===== src/rtl/alu_uart_sequencer.sv =====
// Frame controller: collects A, B, opcode bytes from the UART RX, lets the ALU settle,
// then sends the result through the UART TX. Optional inter-byte timeout: SEQ_TIMEOUT_EN.
module alu_uart_sequencer #(
    parameter int SIZEDATA       = 8,
    parameter int SIZEOP         = 6,
    parameter int ALU_LAT        = 2,
    parameter int TIMEOUT_CYCLES = 1000
) (
    input  logic                i_clock,
    input  logic                i_reset,
    input  logic                i_rx_done,
    input  logic [SIZEDATA-1:0] i_rx_data,
    input  logic [SIZEDATA-1:0] i_alu_result,
    input  logic                i_tx_done,
    output logic [SIZEDATA-1:0] o_alu_datoa,
    output logic [SIZEDATA-1:0] o_alu_datob,
    output logic [SIZEOP-1:0]   o_alu_opcode,
    output logic                o_tx_start,
    output logic [SIZEDATA-1:0] o_tx_data,
    output logic                o_busy,
    output logic                o_drop,
    output logic                o_frame_err
);

    typedef enum logic [2:0] {
        GET_A, GET_B, GET_OP, EXEC, TX_START, TX_WAIT
    } state_t;

    localparam logic [3:0] LAT_LAST = 4'(ALU_LAT - 1);

    state_t     state, state_next;
    logic [3:0] lat_cnt;
    logic       busy, busy_next;
    logic       load_a, load_b, load_op, capture;
    logic       timeout_hit;

    assign busy      = (state == EXEC) || (state == TX_START) || (state == TX_WAIT);
    assign busy_next = (state_next == EXEC) || (state_next == TX_START) ||
                       (state_next == TX_WAIT);

`ifdef SEQ_TIMEOUT_EN
    localparam int TO_W = $clog2(TIMEOUT_CYCLES + 1);
    localparam logic [TO_W-1:0] TO_LAST = TO_W'(TIMEOUT_CYCLES - 1);

    logic [TO_W-1:0] to_cnt;
    logic            waiting;

    // Only the mid-frame states are guarded; an accepted byte restarts the window.
    assign waiting     = (state == GET_B) || (state == GET_OP);
    assign timeout_hit = waiting && !i_rx_done && (to_cnt == TO_LAST);

    always_ff @(posedge i_clock or posedge i_reset) begin
        if (i_reset) begin
            to_cnt <= '0;
        end else if (!waiting || i_rx_done || timeout_hit) begin
            to_cnt <= '0;
        end else begin
            to_cnt <= to_cnt + 1'b1;
        end
    end
`else
    assign timeout_hit = 1'b0;
`endif

    always_ff @(posedge i_clock or posedge i_reset) begin
        if (i_reset) begin
            state <= GET_A;
        end else begin
            state <= state_next;
        end
    end

    always_comb begin
        state_next = state;
        load_a     = 1'b0;
        load_b     = 1'b0;
        load_op    = 1'b0;
        capture    = 1'b0;
        case (state)
            GET_A: begin
                if (i_rx_done) begin
                    load_a     = 1'b1;
                    state_next = GET_B;
                end
            end
            GET_B: begin
                if (i_rx_done) begin
                    load_b     = 1'b1;
                    state_next = GET_OP;
                end else if (timeout_hit) begin
                    state_next = GET_A;
                end
            end
            GET_OP: begin
                if (i_rx_done) begin
                    load_op    = 1'b1;
                    state_next = EXEC;
                end else if (timeout_hit) begin
                    state_next = GET_A;
                end
            end
            EXEC: begin
                if (lat_cnt == LAT_LAST) begin
                    capture    = 1'b1;
                    state_next = TX_START;
                end
            end
            TX_START: state_next = TX_WAIT;
            TX_WAIT: begin
                if (i_tx_done) begin
                    state_next = GET_A;
                end
            end
            default: state_next = GET_A;
        endcase
    end

    // Result is sampled ALU_LAT edges after the opcode register updates.
    always_ff @(posedge i_clock or posedge i_reset) begin
        if (i_reset) begin
            lat_cnt <= '0;
        end else if (load_op) begin
            lat_cnt <= '0;
        end else if (state == EXEC) begin
            lat_cnt <= lat_cnt + 1'b1;
        end
    end

    always_ff @(posedge i_clock or posedge i_reset) begin
        if (i_reset) begin
            o_alu_datoa  <= '0;
            o_alu_datob  <= '0;
            o_alu_opcode <= '0;
            o_tx_data    <= '0;
            o_tx_start   <= 1'b0;
            o_busy       <= 1'b0;
            o_drop       <= 1'b0;
            o_frame_err  <= 1'b0;
        end else begin
            if (load_a) begin
                o_alu_datoa <= i_rx_data;
            end
            if (load_b) begin
                o_alu_datob <= i_rx_data;
            end
            if (load_op) begin
                o_alu_opcode <= i_rx_data[SIZEOP-1:0];
            end
            if (capture) begin
                o_tx_data <= i_alu_result;
            end
            o_tx_start  <= (state_next == TX_START);
            o_busy      <= busy_next;
            o_drop      <= i_rx_done && busy;
            o_frame_err <= timeout_hit;
        end
    end

endmodule

===== config.mk =====
export PLATFORM = sky130hd
export DESIGN_NAME = alu_uart_sequencer
export DESIGN_NICKNAME = d
export VERILOG_FILES = /design/src/rtl/alu_uart_sequencer.sv
export SDC_FILE = /design/constraint.sdc
export NUM_CORES = 1
export LEC_CHECK = 0
export CORE_ASPECT_RATIO = 0.6
export CORE_MARGIN = 2
export CORE_UTILIZATION = 30
export DETAILED_ROUTE_END_ITERATION = 10
export PLACE_DENSITY = 0.62
export SKIP_CTS_REPAIR_TIMING = 1
export SLEW_MARGIN = 10
export SYNTH_ARGS = -nofsm -noshare
export SYNTH_HDL_FRONTEND = slang
export SYNTH_SLANG_ARGS = --single-unit

===== constraint.sdc =====
create_clock -name i_clock -period 1.65 [get_ports i_clock]
set_input_delay 0.495 -clock i_clock [delete_from_list [all_inputs] [get_ports i_clock]]
set_output_delay 0.495 -clock i_clock [all_outputs]
set_load 0.01 [all_outputs]

Word level (Yosys, flattened, before mapping)
Index checks and enable logic that the tools add are counted.
- register bits after elaboration: 40
- bits in latches: 0
- memory bits (writable): 0
- ROM bits: 0
- output and inout port bits: 34
- memories kept: 0
- add/sub/neg operators: 1
- multipliers: 0
- div/mod/pow operators: 0
- $lt $le $gt $ge: 0
- eq/ne operators: 9
- shifts and indexed selects: 0
- multiplexer cells: 14
- bitwise operators: 0
- reduce and logical (&&, ||, !) cells: 7
- operators by type and width (cell ; number):
    3-bit one-hot mux with 6 select lines ; 1
    3-bit 2-to-1 mux ; 5
    3-bit equality test (second input constant) ; 4
    3-bit by 2-bit equality test with 1-bit output (second input constant) ; 3
    4-bit 2-to-1 mux ; 2
    1-bit 2-to-1 mux ; 6
    4-bit by 1-bit adder with 4-bit output (second input constant) ; 1
    4-bit by 1-bit equality test with 1-bit output (second input constant) ; 1
    1-bit logical OR ; 4
    3-bit by 1-bit equality test with 1-bit output (second input constant) ; 1
    3-bit zero test ; 1
    2-bit nonzero test ; 1
    1-bit logical AND ; 1

Logic depth before layout (Yosys ltp)
Gate-level depths: netlist of the first run.
- depth in word-level cells: 6
- gate-level depth with buffers: 6
- mapped depth without buffers: 5

Worst setup path after synthesis of the first run
No wires, ideal clock.
- kind: register -> register
- start point: register lat_cnt[1]
- end point: register o_tx_data[0]
- arrival time: 1.311 ns
- setup slack: 0.213 ns
- stages on the path, launching flop included: 7
- buffers on the path: 1
- clock period less this slack: 1.437 ns
- cell sequence: dfrtp_1 -> inv_1 -> ha_1 -> and4bb_4 -> nand3b_2 -> buf_6 -> mux2_4
- cells in the longest elaborated chain, start to end: 3
- ends and longest elaborated chain (item ; RTL line ; source):
    start, declared ; 32 ; logic [3:0] lat_cnt;
    start signal, assigned ; 125 ; lat_cnt <= lat_cnt + 1'b1;
    4-bit by 1-bit equality test with 1-bit output ; 103 ; if (lat_cnt == LAT_LAST) begin
    1-bit 2-to-1 mux ; 103 ;
    1-bit 2-to-1 mux ; 79 ; case (state)
    end signal, assigned ; 150 ; o_tx_data <= i_alu_result;
    end, declared ; 19 ; output logic [SIZEDATA-1:0] o_tx_data,
No other way between the ends.
A chain may end at the register's enable or synchronous reset.

Worst setup path in the final report of the first run
- start point: input i_rx_done
- end point: register o_alu_datoa[4]
- cells in the longest elaborated chain, start to end: 2
- ends and longest elaborated chain (item ; RTL line ; source):
    start, declared ; 11 ; input logic i_rx_done,
    1-bit 2-to-1 mux ; 81 ; if (i_rx_done) begin
    1-bit 2-to-1 mux ; 79 ;
    end signal, assigned ; 141 ; o_alu_datoa <= i_rx_data;
    end, declared ; 15 ; output logic [SIZEDATA-1:0] o_alu_datoa,
No other way between the ends.

==> results of run 1 <==
registers in the layout, summed over array words and instances (netlist names):
name / count
o_alu_datoa: 8
o_alu_datob: 8
o_tx_data: 8
o_alu_opcode: 6
lat_cnt: 4
state: 3
o_busy: 1
o_drop: 1
o_tx_start: 1
kinds of logic (layout without fill, tap and decap cells):
family	after synthesis	count (layout)
compound gates	10	10
xor+xnor	1	1
fa+ha+maj	2	2
buf+inv	10	75
flops	40	40
mux	24	24
other cells	1	1
simple gates	40	40
metal layers:
metal	global-route usage	vias to the layer above
li1	-	560
met1	0.1859	539
met2	0.1669	45
met3	0.05705	2
met4	0.01520	0
met5	0	-
critical path: cells and delay by family:
kind          cells  cell delay (ns)
mux               1             0.34
buf+inv           2             0.72
simple gates      1             0.20
synth_stat cells:
master,instances
or2_2,1
nand2b_1,2
and4bb_2,1
nand3b_2,1
a21boi_0,1
nand3b_1,1
nor3_4,1
or3_1,1
dfrtp_1,40
mux2_4,8
nand4bb_1,1
and4bb_4,1
clkbuf_1,2
xor2_1,1
mux2_2,16
nand2_1,21
nor2b_1,1
a211oi_1,1
ha_1,2
nand3b_4,1
conb_1,1
buf_6,3
nor4b_4,1
nand4b_1,1
buf_2,1
nand3_1,3
nor2_1,2
inv_1,3
o21ai_0,3
a21oi_1,5
buf_4,1
final cells by class:
type,count,area (um^2)
clock buffers,5,68.82
clock inverters,3,47.55
fillers,503,2919
inverters,3,11.26
multi-input cells,78,653.1
flip-flops and latches,40,1001
well taps,80,100.1
repair buffers,64,743.2
power breakdown:
| part | internal [W] | switching (W) | leakage (nW) |
|---|---|---|---|
| logic | 0.00137 | 0.000924 | 0.941 |
| registers | 0.00146 | 0.000262 | 0.485 |
| clock network | 0.000456 | 0.000361 | 0.0583 |
| total | 0.00329 | 0.00155 | 1.48 |
through the flow:
stage | instances | hold slack (ns) | worst slack, ns | cell area (um^2)
3_5_place_dp | 265 | 0.4635 | -0.2570 | 2426
3_3_place_gp | 265 | 0.4596 | -0.2314 | 2426
2_1_floorplan | 128 | 0.5106 | 0.2135 | 1719
6_report | 273 | 0.4814 | 0.07164 | 2625
4_1_cts | 273 | 0.4915 | -0.07911 | 2542
5_1_grt | 273 | 0.5056 | 0.02983 | 2625
worst paths after layout:
check	cells past startpoint	slack, ns	end	start
setup / recovery	4	0.07	o_alu_datoa[4]	i_rx_done
max in group asynchronous	3	0.91	o_alu_datob[2]	i_reset
hold reg to reg	2	0.48	o_alu_opcode[3]	o_alu_opcode[3]
setup reg to reg	6	0.13	o_tx_data[1]	lat_cnt[1]
min in group asynchronous	3	0.54	o_alu_opcode[4]	i_reset
hold / removal	2	0.48	o_alu_opcode[3]	o_alu_opcode[3]
==> impl_metrics.tcl, run 1 <==
set metrics [dict create \
    die_w_um 101.7 \
    drive_above_1_share 0.2642 \
    powerDensity_nw_per_um2 1842 \
    setup_viol 0 \
    met2WireLength_um 1402 \
    routedWlPerCell_um 13.54 \
    path_max_fanout 8 \
    cts_root_buffer "clkbuf_8" \
    diodes 0 \
    ioPinCount 54 \
    drt_drc_violations_left 0 \
    critPathSlowestCell "clkdlybuf4s50_1" \
    critical-path-max-stage-delay_ns 0.51 \
    die_area_um2 6372 \
    synth_mux_area_frac 0.1747 \
    crit_type "in2reg" \
    finalCritPeriodShare 0.9566 \
    portBuffers 52 \
    status "finished clean" \
    first_global_vias 1226 \
    worst_hold_path_type "reg2reg" \
    ant_nets 0 \
    fin_nets 214 \
    yosys.area_share.simple 0.1514 \
    dr_wl_met3_um 301 \
    synth_compound_area_frac 0.03202 \
    yosys.area.top_type_share 0.5822 \
    crit_arrival_ns 1.75 \
    synthAdderAreaFrac 0.01456 \
    end_kind "register" \
    max_cap_viol_count 0 \
    place.gp.congestion 0.7253 \
    dr.pass1.iters 5 \
    dieHeight_um 62.64 \
    synth_nets 150 \
    coreArea_um2 5544 \
    ys_seq_elements 40 \
    antenna_found_initial 0 \
    cts_tree "done" \
    mostFrequentLayoutCells "dfrtp_1, dlymetal6s2s_1, nand2_1" \
    grt_max_degree 41 \
    leakage_nw 1.484 \
    syn_to_final_growth_pct 52.69 \
    dp_hpwl_um 2557 \
    syn_area_um2 1719 \
    fin_util 0.4735 \
    rows 21 \
    yosys.area.top_type "dfrtp_1" \
    grt_usage 0.1241 \
    seq_area_frac_synth 0.5822 \
    start_util 0.3101 \
    ir_worst_vdd_uv 757.4 \
    routed_via_density 4.198 \
    synthCells 128 \
    grt.overflow.total 0 \
    wl_met1_um 1974 \
    cts_sinks 40 \
    htree_num_levels 2 \
    synth_cell_types 31 \
    via_count 1146 \
    skew_ns 0.01281 \
    max_freq_mhz 633.6 \
    finalPower_w 0.004836 \
    ys_warn_count 0 \
    critPathLaunchType "input pin" \
    synth.avg_cell_area_um2 13.43 \
    fin_crit_ns 1.578 \
    routed_wl_um 3696 \
    worst_ep_required_time_ns 1.83 \
    cts_inserted_buffers 5 \
    hold_violations 0 \
    top_layer_used "met4" \
    cp_cell_sequence "clkdlybuf4s50_1 -> nor4b_4 -> buf_4 -> mux2_2" \
    clk_pin_slew_worst_paths_ns 0.08 \
    clk_path_buf_depth 2 \
    grt_pass1_wl_um 6092 \
    grt_setup_unrepaired "false" \
    slew_viol_final 0 \
    final_common_cell "dfrtp_1" \
    drt_iter0_drc 94 \
    yosys-top-cells-area "dfrtp_1, mux2_2, mux2_4, nand2_1, buf_6" \
    tns_ns 0 \
    synth_top_family_by_area "multiplexers" \
    clock_latency_ns 0.30 \
    synthXorXnorAreaFrac 0.005095 \
]
Power figures use the tool's default switching activity.
==> inputs of run 2 (changes only) <==
--- a/config.mk
+++ b/config.mk
@@ -6,8 +6,8 @@
 export NUM_CORES = 1
 export LEC_CHECK = 0
 export CORE_ASPECT_RATIO = 0.6
-export CORE_MARGIN = 2
 export CORE_UTILIZATION = 30
+export CTS_CLUSTER_DIAMETER = 120
 export DETAILED_ROUTE_END_ITERATION = 10
 export PLACE_DENSITY = 0.62
 export SKIP_CTS_REPAIR_TIMING = 1
==> run 2 against run 1 <==
Fmax is 0.10% higher. Via count is 2.9% higher. Clock skew shrank 0.0055 ns. Register-to-register slack got worse by 0.03 ns. Clock power decreased by 20%. Setup slack better by 0.0016 ns. Clock-buffer cell count rose by 3. Non-clock buffer count unchanged. Wire length grew 2.7%. Largest power group unchanged.
==> impl_metrics.tcl, run 2 (synthesis gave the netlist of run 1 again) <==
set metrics [dict create \
    rr_endpoint "o_tx_data[3]" \
    syn_to_final_growth_pct 50.00 \
    routedWlPerCell_um 14.05 \
    coreArea_um2 5280 \
    dp_hpwl_um 2628 \
    hold_violations 0 \
    top_layer_used "met4" \
    grt_usage 0.1361 \
    ir_worst_vdd_uv 790.8 \
    holdPathEnd "o_alu_opcode[1]" \
    dr.pass1.iters 4 \
    skew_ns 0.007289 \
    regArea_um2 1001 \
    top_regs "o_alu_datoa (8), o_alu_datob (8), o_tx_data (8)" \
    clk_path_buf_depth 2 \
    ant_nets 0 \
    fin_crit_ns 1.577 \
    cp-startpoint "i_rx_done" \
    fin_util 0.4884 \
    first_global_vias 1255 \
    worst_ep_required_time_ns 1.82 \
    cts_inserted_buffers 5 \
    status "finished clean" \
    drive_above_1_share 0.2539 \
    wl_met1_um 1812 \
    htree_num_levels 2 \
    via_count 1179 \
    critPathLaunchType "input pin" \
    finalCritPeriodShare 0.9556 \
    r2r_start "lat_cnt[1]" \
    worst_hold_path_type "reg2reg" \
    multi_input_area_um2 661.9 \
    final_common_cell "dfrtp_1" \
    clock_latency_ns 0.28 \
    portBuffers 52 \
    crit_type "in2reg" \
    whs_ns 0.4694 \
    clk_pin_slew_worst_paths_ns 0.07 \
    dr_wl_met3_um 300 \
    cts_sinks 40 \
    routed_via_density 4.367 \
    drt_iter0_drc 52 \
    worst-r2r-setup-slack_ns 0.10 \
    routed_wl_um 3794 \
    final.fill_count 470 \
    place.gp.congestion 0.7297 \
    setup_viol 0 \
    fin_nets 214 \
    max_cap_viol_count 0 \
    start_util 0.3256 \
    min_from "o_alu_opcode[1]" \
    grt_setup_unrepaired "false" \
    powerDensity_nw_per_um2 1804 \
    grt.overflow.total 0 \
    slew_viol_final 0 \
    die_w_um 99.73 \
    max_freq_mhz 634.2 \
    die_area_um2 6047 \
    cts_tree "done" \
    antenna_found_initial 0 \
    diodes 0 \
    met2WireLength_um 1667 \
    grt_pass1_wl_um 6120 \
    crit_arrival_ns 1.74 \
    end_kind "register" \
    drt_drc_violations_left 0 \
    grt_max_degree 41 \
    dieHeight_um 60.64 \
    mostFrequentLayoutCells "dfrtp_1, dlymetal6s2s_1, nand2_1" \
    cts_root_buffer "clkbuf_8" \
    leakage_nw 1.477 \
    rows 20 \
    min_path_cells 2 \
    rr_worst_depth 5 \
    ioPinCount 54 \
    path_max_fanout 8 \
]
run 2: cell type report:
type	instances	area share
multi-input cells	78	0.2567
inverters	3	0.004367
repair buffers	64	0.2785
clock buffers	8	0.03493
well taps	77	0.03736
flip-flops and latches	40	0.3882
run 2: worst max path at each step:
| stage | slack, ns | depth (start not counted) | endpoint |
|---|---|---|---|
| floorplan | 0.21 | 6 | o_tx_data[0] |
| global placement | -0.21 | 4 | o_alu_datoa[0] |
| detailed placement | -0.23 | 4 | o_alu_datoa[4] |
| CTS | -0.06 | 1 | o_alu_datoa[4] |
| global route | 0.03 | 5 | o_alu_datob[5] |
| finish | 0.07 | 4 | o_alu_datoa[5] |
run 2: where the power goes:
group	switching (W)	leakage (nW)	internal, W
logic	0.000895	0.947	0.00133
clock network	0.000314	0.0455	0.000341
registers	0.000309	0.485	0.00146
run 2: stage by stage:
step | worst slack [ns] | total power (W) | cells | area, um^2 | setup TNS (ns)
after CTS | -0.06381 | 0.004814 | 270 | 2487 | -1.279
after detailed placement | -0.2319 | 0.004129 | 262 | 2397 | -4.183
after floorplan | 0.2135 | 0.002956 | 128 | 1719 | 0
after global placement | -0.2089 | 0.004039 | 262 | 2397 | -3.651
after global routing | 0.02636 | 0.005005 | 270 | 2579 | 0
final | 0.07329 | 0.004652 | 270 | 2579 | 0
run 2: layer usage:
layer | track usage | vias to the layer above
li1 | - | 561
met1 | 0.1702 | 570
met2 | 0.2266 | 45
met3 | 0.05415 | 3
met4 | 0.03151 | 0
met5 | 0 | -
run 2: critical path, stage by stage:
cell and delay, ns:
clkdlybuf4s50_1 0.50, nor4b_4 0.19, buf_4 0.21, mux2_2 0.34
==> inputs of run 3 (changes only) <==
--- a/config.mk
+++ b/config.mk
@@ -5,11 +5,12 @@
 export SDC_FILE = /design/constraint.sdc
 export NUM_CORES = 1
 export LEC_CHECK = 0
+export ABC_AREA = 1
 export CORE_ASPECT_RATIO = 0.6
 export CORE_UTILIZATION = 30
 export CTS_CLUSTER_DIAMETER = 120
 export DETAILED_ROUTE_END_ITERATION = 10
-export PLACE_DENSITY = 0.62
+export PLACE_DENSITY = 0.61
 export SKIP_CTS_REPAIR_TIMING = 1
 export SLEW_MARGIN = 10
 export SYNTH_ARGS = -nofsm -noshare
==> run 3 against run 2 <==
Non-clock buffer count decreased by 7. Largest power group unchanged. First-iteration DRC count shrank 31%. Utilization down 3.0 points. Global-route usage decreased by 0.56 points. Sequential share of layout area about the same. Die area increased by 2.3%.
==> impl_metrics.tcl, run 3 <==
set metrics [dict create \
    status "finished clean" \
    rows 21 \
    syn_area_um2 1760 \
    yosysMostFrequentCell "nand2_1" \
    drive_above_1_share 0.2035 \
    grt_usage 0.1306 \
    yosys.area.top_type "dfrtp_1" \
    ant_nets 0 \
    diodes 0 \
    routed_wl_um 3527 \
    crit_arrival_ns 1.70 \
    critPathSlowestCell "clkdlybuf4s50_1" \
    multi_input_area_um2 661.9 \
    path_max_fanout 3 \
    cp_cell_sequence "clkdlybuf4s50_1 -> buf_4 -> o21ai_0 -> buf_4 -> nand2_1 -> o21ai_0" \
    place.gp.congestion 0.7610 \
    fin_nets 252 \
    max_freq_mhz 665.8 \
    routedWlPerCell_um 11.34 \
    synth.avg_cell_area_um2 10.36 \
    top_regs "o_alu_datoa (8), o_alu_datob (8), o_tx_data (8)" \
    start_util 0.3131 \
    dieHeight_um 61.34 \
    synthCells 170 \
    worst_ep_required_time_ns 1.85 \
    drt_iter0_drc 36 \
    worst_hold_path_type "reg2reg" \
    grt_max_degree 32 \
    clk_pin_slew_worst_paths_ns 0.07 \
    yosys.area.top_type_share 0.5686 \
    async_flop_share 1.000 \
    hold_violations 0 \
    final_area_um2 2576 \
    max_cap_viol_count 0 \
    clock_latency_ns 0.28 \
    ir_worst_vdd_uv 446.8 \
    finalNonFillerCells 311 \
    regArea_um2 1001 \
    ys.flop_type "dfrtp_1" \
    crit_type "in2reg" \
    dp_cells 303 \
    grt.overflow.total 0 \
    synth_edf_count 0 \
    critical-path-max-stage-delay_ns 0.43 \
    end_kind "register" \
    grt_pass1_wl_um 5796 \
    cts_root_buffer "clkbuf_8" \
    finalCritPeriodShare 0.9103 \
    fin_crit_ns 1.502 \
    dp_hpwl_um 2661 \
    die_area_um2 6188 \
    ys_warn_count 0 \
    grt_setup_unrepaired "false" \
    cp_num_buf_inv 3 \
    crit_family "buffers and inverters" \
    finalPower_w 0.004524 \
    synth_nets 192 \
    coreArea_um2 5623 \
    drt_drc_violations_left 0 \
    cts_tree "done" \
    die_w_um 100.9 \
    ys_seq_elements 40 \
    routed_via_density 4.170 \
    antenna_found_initial 0 \
    slew_viol_final 0 \
    syn_to_final_growth_pct 46.34 \
    yosys-top-cells-area "dfrtp_1, nand2_1, o21ai_2, nor2_4, inv_1" \
    final_common_cell "nand2_1" \
    portBuffers 52 \
    synth_cell_types 21 \
    final.fill_count 567 \
    leakage_nw 1.591 \
    seq_area_frac_synth 0.5686 \
    cts_inserted_buffers 5 \
    critPathLaunchType "input pin" \
    skew_ns 0.004730 \
    htree_num_levels 2 \
    synth_common_cells "nand2_1, dfrtp_1, o21ai_2" \
    setup_viol 0 \
    via_count 1297 \
    powerDensity_nw_per_um2 1756 \
    clk_path_buf_depth 2 \
    dr.pass1.iters 4 \
    first_global_vias 1217 \
    cts_sinks 40 \
    dpl_cell_area_um2 2386 \
    mostFrequentLayoutCells "nand2_1, dfrtp_1, dlymetal6s2s_1" \
    ioPinCount 54 \
]
==> run 3: cell count changes in the layout (fill, tap and decap cells not counted), sizes merged, moves of 7 or more <==
cell	change
inv	+11
mux2	-24
nor2	+7
o21ai	+22
nand2	+43
buf	-7
==> run 3: metrics by stage <==
step | worst slack (ns) | util | hold slack, ns | setup TNS (ns)
after floorplan | 0.2374 | - | 0.4994 | 0
after global placement | -0.1411 | 0.4243 | 0.4637 | -1.011
after detailed placement | -0.1224 | 0.4243 | 0.4691 | -1.048
after CTS | -0.08998 | 0.4435 | 0.4885 | -1.297
after global routing | 0.08573 | 0.4582 | 0.5066 | 0
final | 0.1480 | 0.4582 | 0.4776 | 0
==> run 3: final timing paths <==
kind / from / end / slack (ns) / depth (start not counted)
min in group asynchronous: i_reset / o_alu_opcode[5] / 0.57 / 3
max: i_rx_done / lat_cnt[1] / 0.15 / 6
max reg2reg: state[2] / lat_cnt[1] / 0.27 / 5
min: o_alu_datob[3] / o_alu_datob[3] / 0.48 / 2
max in group asynchronous: i_reset / o_alu_datoa[3] / 0.90 / 3
min reg2reg: o_alu_datob[3] / o_alu_datob[3] / 0.48 / 2
==> run 3: where the power goes <==
| part | internal, W | leakage, nW | switching [W] | total [W] |
|---|---|---|---|---|
| clock | 0.000449 | 0.0552 | 0.000316 | 0.000764 |
| combinational | 0.000994 | 1.03 | 0.00104 | 0.00203 |
| sequential | 0.00142 | 0.503 | 0.000304 | 0.00173 |
| total | 0.00286 | 1.59 | 0.00166 | 0.00452 |
==> run 3: layer usage <==
metal  track usage  up-vias  share of wire
met5             0        -              0
met4       0.06211        0          0.014
met3       0.05108        5          0.053
met2        0.1663       32           0.39
met1        0.1903      596           0.54
li1              -      664              -
==> run 3: cells by family after synthesis <==
kind of cell | Yosys count | synth area share
AND/OR/NAND/NOR | 81 | 0.2310
AO/OA/AOI/OAI | 27 | 0.1237
flip-flops | 40 | 0.5686
buffers and inverters | 18 | 0.05544
XOR/XNOR | 1 | 0.004976
other | 1 | 0.002130
adder cells (fa/ha/maj) | 2 | 0.01421
==> run 3: cell type report <==
class,count,share of cell area
Inverter,14,0.02040
Timing Repair Buffer,57,0.2535
Clock inverter,2,0.01360
Clock buffer,6,0.02817
Multi-Input combinational cell,112,0.2569
Sequential cell,40,0.3885
Tap cell,80,0.03885
==> run 3: worst min-delay path, cell delays in order (launching register included) <==
cell	delay, ns
dfrtp_1	0.34
nand2_1	0.06
o21ai_2	0.04
